## src/rtl/fft_mag_peak_if.sv

```systemverilog
// FFT source stream, spectrum read port and peak-result bundle for fft_mag_peak.
// slave = the peak finder; master = whatever feeds the FFT samples and reads results.
interface fft_mag_peak_if #(
   parameter int NPTS = 1024,
   parameter int DW   = 8
);
   localparam int AW = $clog2(NPTS);

   logic                 src_valid;
   logic                 src_sop;
   logic                 src_eop;
   logic signed [DW-1:0] src_real;
   logic signed [DW-1:0] src_imag;
   logic                 src_ready;
   logic                 rd_en;
   logic [AW-1:0]        rd_addr;
   logic [DW:0]          rd_data;
   logic                 rd_valid;
   logic [AW-1:0]        peak_bin;
   logic [DW:0]          peak_mag;
   logic                 frame_done;
   logic                 frame_err;

   modport slave (
      input  src_valid, src_sop, src_eop, src_real, src_imag, rd_en, rd_addr,
      output src_ready, rd_data, rd_valid, peak_bin, peak_mag, frame_done, frame_err
   );

   modport master (
      output src_valid, src_sop, src_eop, src_real, src_imag, rd_en, rd_addr,
      input  src_ready, rd_data, rd_valid, peak_bin, peak_mag, frame_done, frame_err
   );
endinterface

```

## src/rtl/fft_mag_peak.sv

```systemverilog
// L1 magnitude spectrum capture and peak search; buffer write 2 cycles after a beat, frame_done 3 cycles after eop.
// Backpressure: src_ready drops only for the 2 drain cycles after a complete frame; reads answer the next cycle.
module fft_mag_peak #(
   parameter int NPTS    = 1024,
   parameter int DW      = 8,
   parameter bit SKIP_DC = 1'b1
) (
   input  logic         Clk,
   input  logic         Reset_n,
   fft_mag_peak_if.slave bus
);
   localparam int AW   = $clog2(NPTS);
   localparam int HALF = NPTS / 2;
   localparam logic [AW-1:0] LAST_BIN  = AW'(NPTS - 1);
   localparam logic [AW-1:0] PEAK_INIT = SKIP_DC ? AW'(1) : '0;

   typedef enum logic [1:0] {IDLE, CAPTURE, DRAIN} state_t;

   state_t        state;
   logic [AW-1:0] bin_cnt;
   logic          drain_cnt;

   logic          accept;
   logic          frame_start;
   logic [AW-1:0] in_bin;

   logic          s1_vld;
   logic [AW-1:0] s1_bin;
   logic [DW-1:0] s1_re_abs;
   logic [DW-1:0] s1_im_abs;
   logic [DW:0]   mag;
   logic          stored;
   logic          peak_hit;

   logic [DW:0]   run_mag;
   logic [AW-1:0] run_bin;

   logic [DW:0]   mem [HALF];

   function automatic logic [DW-1:0] abs_val(input logic [DW-1:0] x);
      // two's-complement negate in DW bits maps -2^(DW-1) onto +2^(DW-1) unsigned
      return x[DW-1] ? (~x + 1'b1) : x;
   endfunction

   assign accept      = bus.src_valid & bus.src_ready;
   assign frame_start = accept & bus.src_sop;
   assign in_bin      = (state == CAPTURE && !bus.src_sop) ? bin_cnt : '0;

   assign mag      = {1'b0, s1_re_abs} + {1'b0, s1_im_abs};
   assign stored   = ~s1_bin[AW-1];
   assign peak_hit = s1_vld && stored && !(SKIP_DC && s1_bin == '0) && (mag > run_mag);

   always_ff @(posedge Clk or negedge Reset_n) begin
      if (!Reset_n) begin
         state          <= IDLE;
         bin_cnt        <= '0;
         drain_cnt      <= 1'b0;
         bus.src_ready  <= 1'b1;
         bus.frame_done <= 1'b0;
         bus.frame_err  <= 1'b0;
         bus.peak_bin   <= '0;
         bus.peak_mag   <= '0;
      end else begin
         bus.frame_done <= 1'b0;
         bus.frame_err  <= 1'b0;
         case (state)
            IDLE: begin
               if (frame_start) begin
                  state   <= CAPTURE;
                  bin_cnt <= AW'(1);
               end
            end
            CAPTURE: begin
               if (accept) begin
                  if (bus.src_sop) begin
                     bus.frame_err <= 1'b1;
                     bin_cnt       <= AW'(1);
                  end else if (bin_cnt == LAST_BIN) begin
                     if (bus.src_eop) begin
                        state         <= DRAIN;
                        drain_cnt     <= 1'b0;
                        bus.src_ready <= 1'b0;
                     end else begin
                        state         <= IDLE;
                        bus.frame_err <= 1'b1;
                     end
                  end else if (bus.src_eop) begin
                     state         <= IDLE;
                     bus.frame_err <= 1'b1;
                  end else begin
                     bin_cnt <= bin_cnt + 1'b1;
                  end
               end
            end
            DRAIN: begin
               if (drain_cnt) begin
                  state          <= IDLE;
                  bus.src_ready  <= 1'b1;
                  bus.frame_done <= 1'b1;
                  bus.peak_bin   <= run_bin;
                  bus.peak_mag   <= run_mag;
               end else begin
                  drain_cnt <= 1'b1;
               end
            end
            default: state <= IDLE;
         endcase
      end
   end

   always_ff @(posedge Clk or negedge Reset_n) begin
      if (!Reset_n) begin
         s1_vld    <= 1'b0;
         s1_bin    <= '0;
         s1_re_abs <= '0;
         s1_im_abs <= '0;
      end else begin
         s1_vld    <= accept && (state == CAPTURE || bus.src_sop);
         s1_bin    <= in_bin;
         s1_re_abs <= abs_val(bus.src_real);
         s1_im_abs <= abs_val(bus.src_imag);
      end
   end

   // A new sop outranks any beat of the abandoned frame still in stage 2.
   always_ff @(posedge Clk or negedge Reset_n) begin
      if (!Reset_n) begin
         run_mag <= '0;
         run_bin <= PEAK_INIT;
      end else if (frame_start) begin
         run_mag <= '0;
         run_bin <= PEAK_INIT;
      end else if (peak_hit) begin
         run_mag <= mag;
         run_bin <= s1_bin;
      end
   end

   always_ff @(posedge Clk) begin
      if (s1_vld && stored) begin
         mem[s1_bin[AW-2:0]] <= mag;
      end
   end

   always_ff @(posedge Clk or negedge Reset_n) begin
      if (!Reset_n) begin
         bus.rd_valid <= 1'b0;
         bus.rd_data  <= '0;
      end else begin
         bus.rd_valid <= bus.rd_en;
         if (bus.rd_en) begin
            bus.rd_data <= bus.rd_addr[AW-1] ? '0 : mem[bus.rd_addr[AW-2:0]];
         end
      end
   end
endmodule

```

## src/flat_wrapper.sv

```systemverilog
// flat-port wrapper written by rule: the top's interface ports become plain ports
module fft_mag_peak_flat 
#(
   parameter int NPTS    = 1024,
   parameter int DW      = 8,
   parameter bit SKIP_DC = 1'b1
)
  (Clk, Reset_n, bus_src_valid, bus_src_sop, bus_src_eop, bus_src_real, bus_src_imag, bus_rd_en, bus_rd_addr, bus_src_ready, bus_rd_data, bus_rd_valid, bus_peak_bin, bus_peak_mag, bus_frame_done, bus_frame_err);
  fft_mag_peak_if #(.NPTS(NPTS), .DW(DW)) bus_i ();
  input  logic Clk;
  input  logic Reset_n;
  input wire logic [$bits(bus_i.src_valid)-1:0] bus_src_valid;
  input wire logic [$bits(bus_i.src_sop)-1:0] bus_src_sop;
  input wire logic [$bits(bus_i.src_eop)-1:0] bus_src_eop;
  input wire logic [$bits(bus_i.src_real)-1:0] bus_src_real;
  input wire logic [$bits(bus_i.src_imag)-1:0] bus_src_imag;
  input wire logic [$bits(bus_i.rd_en)-1:0] bus_rd_en;
  input wire logic [$bits(bus_i.rd_addr)-1:0] bus_rd_addr;
  output wire logic [$bits(bus_i.src_ready)-1:0] bus_src_ready;
  output wire logic [$bits(bus_i.rd_data)-1:0] bus_rd_data;
  output wire logic [$bits(bus_i.rd_valid)-1:0] bus_rd_valid;
  output wire logic [$bits(bus_i.peak_bin)-1:0] bus_peak_bin;
  output wire logic [$bits(bus_i.peak_mag)-1:0] bus_peak_mag;
  output wire logic [$bits(bus_i.frame_done)-1:0] bus_frame_done;
  output wire logic [$bits(bus_i.frame_err)-1:0] bus_frame_err;
  assign bus_i.src_valid = bus_src_valid;
  assign bus_i.src_sop = bus_src_sop;
  assign bus_i.src_eop = bus_src_eop;
  assign bus_i.src_real = bus_src_real;
  assign bus_i.src_imag = bus_src_imag;
  assign bus_i.rd_en = bus_rd_en;
  assign bus_i.rd_addr = bus_rd_addr;
  assign bus_src_ready = bus_i.src_ready;
  assign bus_rd_data = bus_i.rd_data;
  assign bus_rd_valid = bus_i.rd_valid;
  assign bus_peak_bin = bus_i.peak_bin;
  assign bus_peak_mag = bus_i.peak_mag;
  assign bus_frame_done = bus_i.frame_done;
  assign bus_frame_err = bus_i.frame_err;
  fft_mag_peak #(.NPTS(NPTS), .DW(DW), .SKIP_DC(SKIP_DC)) u_core (.Clk(Clk), .Reset_n(Reset_n), .bus(bus_i));
endmodule
```

## config.mk

```make
export PLATFORM = sky130hd
export DESIGN_NAME = fft_mag_peak_flat
export DESIGN_NICKNAME = d
export VERILOG_FILES = /design/src/rtl/fft_mag_peak_if.sv /design/src/rtl/fft_mag_peak.sv /design/src/flat_wrapper.sv
export SDC_FILE = /design/constraint.sdc
export NUM_CORES = 2
export LEC_CHECK = 0
export CORE_MARGIN = 4
export CORE_UTILIZATION = 40
export CTS_BUF_LIST = sky130_fd_sc_hd__clkbuf_16
export CTS_CLUSTER_DIAMETER = 150
export DETAILED_ROUTE_END_ITERATION = 8
export GPL_ROUTABILITY_DRIVEN = 0
export GPL_TIMING_DRIVEN = 1
export SYNTH_ARGS = -nofsm -noshare
export SYNTH_HDL_FRONTEND = slang
export SYNTH_MEMORY_MAX_BITS = 65536
export SYNTH_SLANG_ARGS = --single-unit
```

## constraint.sdc

```tcl
create_clock -name Clk -period 24.3 [get_ports Clk]
set_clock_uncertainty 0.05 [all_clocks]
set_input_delay 7.29 -clock Clk [delete_from_list [all_inputs] [get_ports Clk]]
set_output_delay 7.29 -clock Clk [all_outputs]
set_load 0.05 [all_outputs]
```

==> run metrics <==
Primary FF master, synth=edfxtp_1; flop-to-flop setup slack=between 15 and 20 ns; vias in the first global route=slightly below 90000; mean post-synth cell area=21.5 um^2; Die Wd=between 600 and 700 um; run status=finished, final reports clean; clock slew at reported path FFs=about 0.070 ns; critical path data arrival time=approximately 14 ns; core area=around 450000 um^2; largest family of logic cells by synthesized area=multiplexers; DR pass1 iterations=6; CP Max Fanout=84; sequential-to-total area share from yosys stat=approximately 77%; minimum clock period=12.68 ns; Slew @ Worst Pin=~1.4 ns; mux share of post-synthesis cell area=15.8%; share of layout cells above drive strength 1=23.8%; drt wl/cell=31.9 um; first-pass GRT wire length=just under 700 mm; I/O pin total=64; initial antenna violation count=36; asr flop ratio synth=approximately 1.9%; peak per-stage delay on the critical path=around 0.75 ns; sequential cell area=141000 um^2; xor-xnor portion of the synthesized cell area=less than 1%; Setup CP Type=input port to flop; pwr dens=around 89 nW/um^2; M1 WL=between 150 and 200 mm; CP Data Required Time=roughly 25 ns; fin crit share=a little over half; post-route ant nets=0; dominant delay contributor by cell family on the critical path=buffers and inverters; Inst Count DP=~14000; CTS root buf=clkbuf_16; drt drc=0; VDD IR max=0.0831 mV; Max stage delay cell, worst path=o311a_1; uppermost routed layer=met5; area of the multi-input gates=slightly below 40000 um^2; H-tree depth=5; Iteration-0 DRC Markers=11400; CTS tree=yes; Ys Warns=0; Max Clock Freq=roughly 80 MHz; initial core utilization=40.3%; Compound-Gate Fraction of Synth Area=under 10%; crit start category=input port; Adder-Cell Fraction of Synth Area=less than 1%; setup TNS=0 ns; cts repair resizes=0; cell mode on critical path=buf_4; CP endpoint kind=flop; placed wire-length estimate=286 mm; clk_lat worst skew=about 0.99 ns; die area=between 400000 and 500000 um^2; HP Class=flop to flop; CP bufs+invs=5; clk sinks=between 4000 and 5000; Area growth, synth to finish=12.1%; Setup WS post-layout=approximately 12 ns; postcts setup bufs=0; Die Height=about 680 um; Total Wirelength=between 400 and 500 mm; met2 routed WL=between 200 and 250 mm; DR WL met3=around 43 mm; number of CTS-inserted buffers=between 400 and 500; leakage power=slightly above 60 nW; Setup Viol. Count Final=0; CP Cell Sequence=buf_16 > buf_4 > buf_4 > buf_4 > buf_4 > mux2_2 > a22oi_1 > o2111ai_1 > nand2_1 > a31oi_1 > o311a_1 > o211ai_1 > o221ai_1; # hold bufs at CTS=0; simple-gate portion of the synthesized area=2.75%; Post-Layout Cell Count=about 15000; worst slack, placed=10.66 ns; gr usage total=20.1%; max-cap violations=0; drt via density=5.94; row count=around 250; Final #Nets=just under 9000; Final Hold Vio Count=0; syn nets=about 8500; largest net degree at the start of global routing=between 200 and 250; Cell variety after synth=80; Overflow after GRT=0; vias=around 90000; count of input and output buffers=63; Yosys reg bits=roughly 4700; synthesized instance count=8482; unrepaired setup endpoints after global routing=false; synthesized area=around 180000 um^2; Max Buffers Root-to-Sink=4; Max Slew Vio Count=0; hold_ws=0.429 ns; filler cell count=between 30000 and 40000; relative max-transition margin=7.32%; Post-synth EDFFs=between 4000 and 5000
final cells by class:
cell class                      count  share of cell area (%)
Clock buffer                      462                    5.65
Inverter                           30                  0.0556
Timing Repair Buffer              270                    1.15
Multi-Input combinational cell   3245                    19.2
Tap cell                         5976                    3.65
Clock inverter                    395                    1.64
Antenna cell                       19                  0.0232
Sequential cell                  4699                    68.7
power by group:
| part | switching [W] | internal, W |
|---|---|---|
| Combinational | 0.00120 | 0.000302 |
| Sequential | 0.0000125 | 0.00959 |
| Clock | 0.00308 | 0.00399 |
through the flow:
stage | instance area, um^2 | utilization (%) | total power [W]
floorplan | 183000 | - | 0.0112
global placement | 190000 | 41.8 | 0.0112
detailed placement | 190000 | 41.8 | 0.0113
CTS | 205000 | 45.1 | 0.0183
global route | 205000 | 45.1 | 0.0187
finish | 205000 | 45.1 | 0.0182
cell usage after synthesis (9+ instances only):
master | number | area (um^2)
edfxtp_1 | 4608 | 138000
mux4_2 | 1069 | 24100
nor2_1 | 615 | 2310
clkbuf_1 | 217 | 815
nand2_1 | 210 | 788
mux2i_1 | 196 | 1960
mux2_2 | 152 | 1710
a22oi_1 | 145 | 1090
buf_2 | 103 | 515
dfrtp_1 | 89 | 2230
o22ai_1 | 87 | 544
nor3_1 | 81 | 405
a21oi_1 | 65 | 325
buf_4 | 63 | 473
buf_6 | 56 | 631
nand3_1 | 56 | 280
o21ai_0 | 52 | 260
mux4_1 | 42 | 1100
nand4_1 | 34 | 213
o2111ai_1 | 34 | 298
inv_1 | 29 | 109
a2111oi_0 | 26 | 228
o221ai_1 | 25 | 219
buf_1 | 24 | 90.1
o211ai_1 | 23 | 173
ha_1 | 22 | 275
nor2b_1 | 21 | 131
a22o_1 | 20 | 175
nor4_1 | 20 | 125
buf_12 | 19 | 380
a211oi_1 | 18 | 135
or4_1 | 17 | 128
and2_1 | 15 | 93.8
xnor2_1 | 15 | 131
nand2b_1 | 14 | 87.6
o22a_1 | 13 | 114
a221oi_1 | 11 | 96.3
and3_1 | 11 | 68.8
buf_8 | 11 | 165
a31oi_1 | 10 | 62.6
clkbuf_8 | 10 | 138
xor2_1 | 9 | 78.8
routing by layer:
metal | vias to the layer above | GRT usage [%]
met5 | - | 0
met4 | 6 | 5.67
met3 | 718 | 3.47
met2 | 4484 | 31.7
met1 | 48400 | 28.9
li1 | 36000 | -
flip-flops by register name, indices dropped and copies added (netlist names):
register,cells
u_core.bin_cnt,10
u_core.bus.frame_done,1
u_core.bus.frame_err,1
u_core.bus.peak_bin,10
u_core.bus.peak_mag,9
u_core.bus.rd_data,9
u_core.bus.rd_valid,1
u_core.bus.src_ready,1
u_core.drain_cnt,1
u_core.mem,4608
u_core.run_bin,10
u_core.run_mag,9
u_core.s1_bin,10
u_core.s1_im_abs,8
u_core.s1_re_abs,8
u_core.s1_vld,1
u_core.state,2
logic make-up after synthesis:
family,after synthesis
mux,1459
xor+xnor,24
flops,4699
buf+inv,538
simple gates,1138
fa+ha+maj,23
compound gates,601
worst paths after layout:
path	from	endpoint	cells after the start
setup reg to reg	u_core.s1_im_abs[1]	u_core.mem[384][5]	10
hold reg to reg	u_core.bus.peak_bin[9]	u_core.bus.peak_bin[9]	2
min in group asynchronous	Reset_n	u_core.bus.frame_err	1
hold / removal	u_core.bus.peak_bin[9]	u_core.bus.peak_bin[9]	2
setup / recovery	bus_rd_addr[0]	u_core.bus.rd_data[0]	13
max in group asynchronous	Reset_n	u_core.bus.rd_data[5]	2
placed cells by master, fill, tap and decap left out, types with 69 or more instances in the layout:
master     instances
nor3_1            69
a22oi_1          145
mux2i_1          196
o22ai_1           87
clkinv_2          93
mux2_2           152
clkbuf_16        462
mux4_2          1069
edfxtp_1        4608
inv_1            130
buf_4            198
nand2_1          198
nor2_1           610
clkinv_1         103
dfrtp_1           89
worst min-delay path, stage by stage, from the launching register on:
cell	delay (ns)
dfrtp_1	0.34
nand2_1	0.05
nand2_1	0.06
Power figures use the tool's default switching activity.
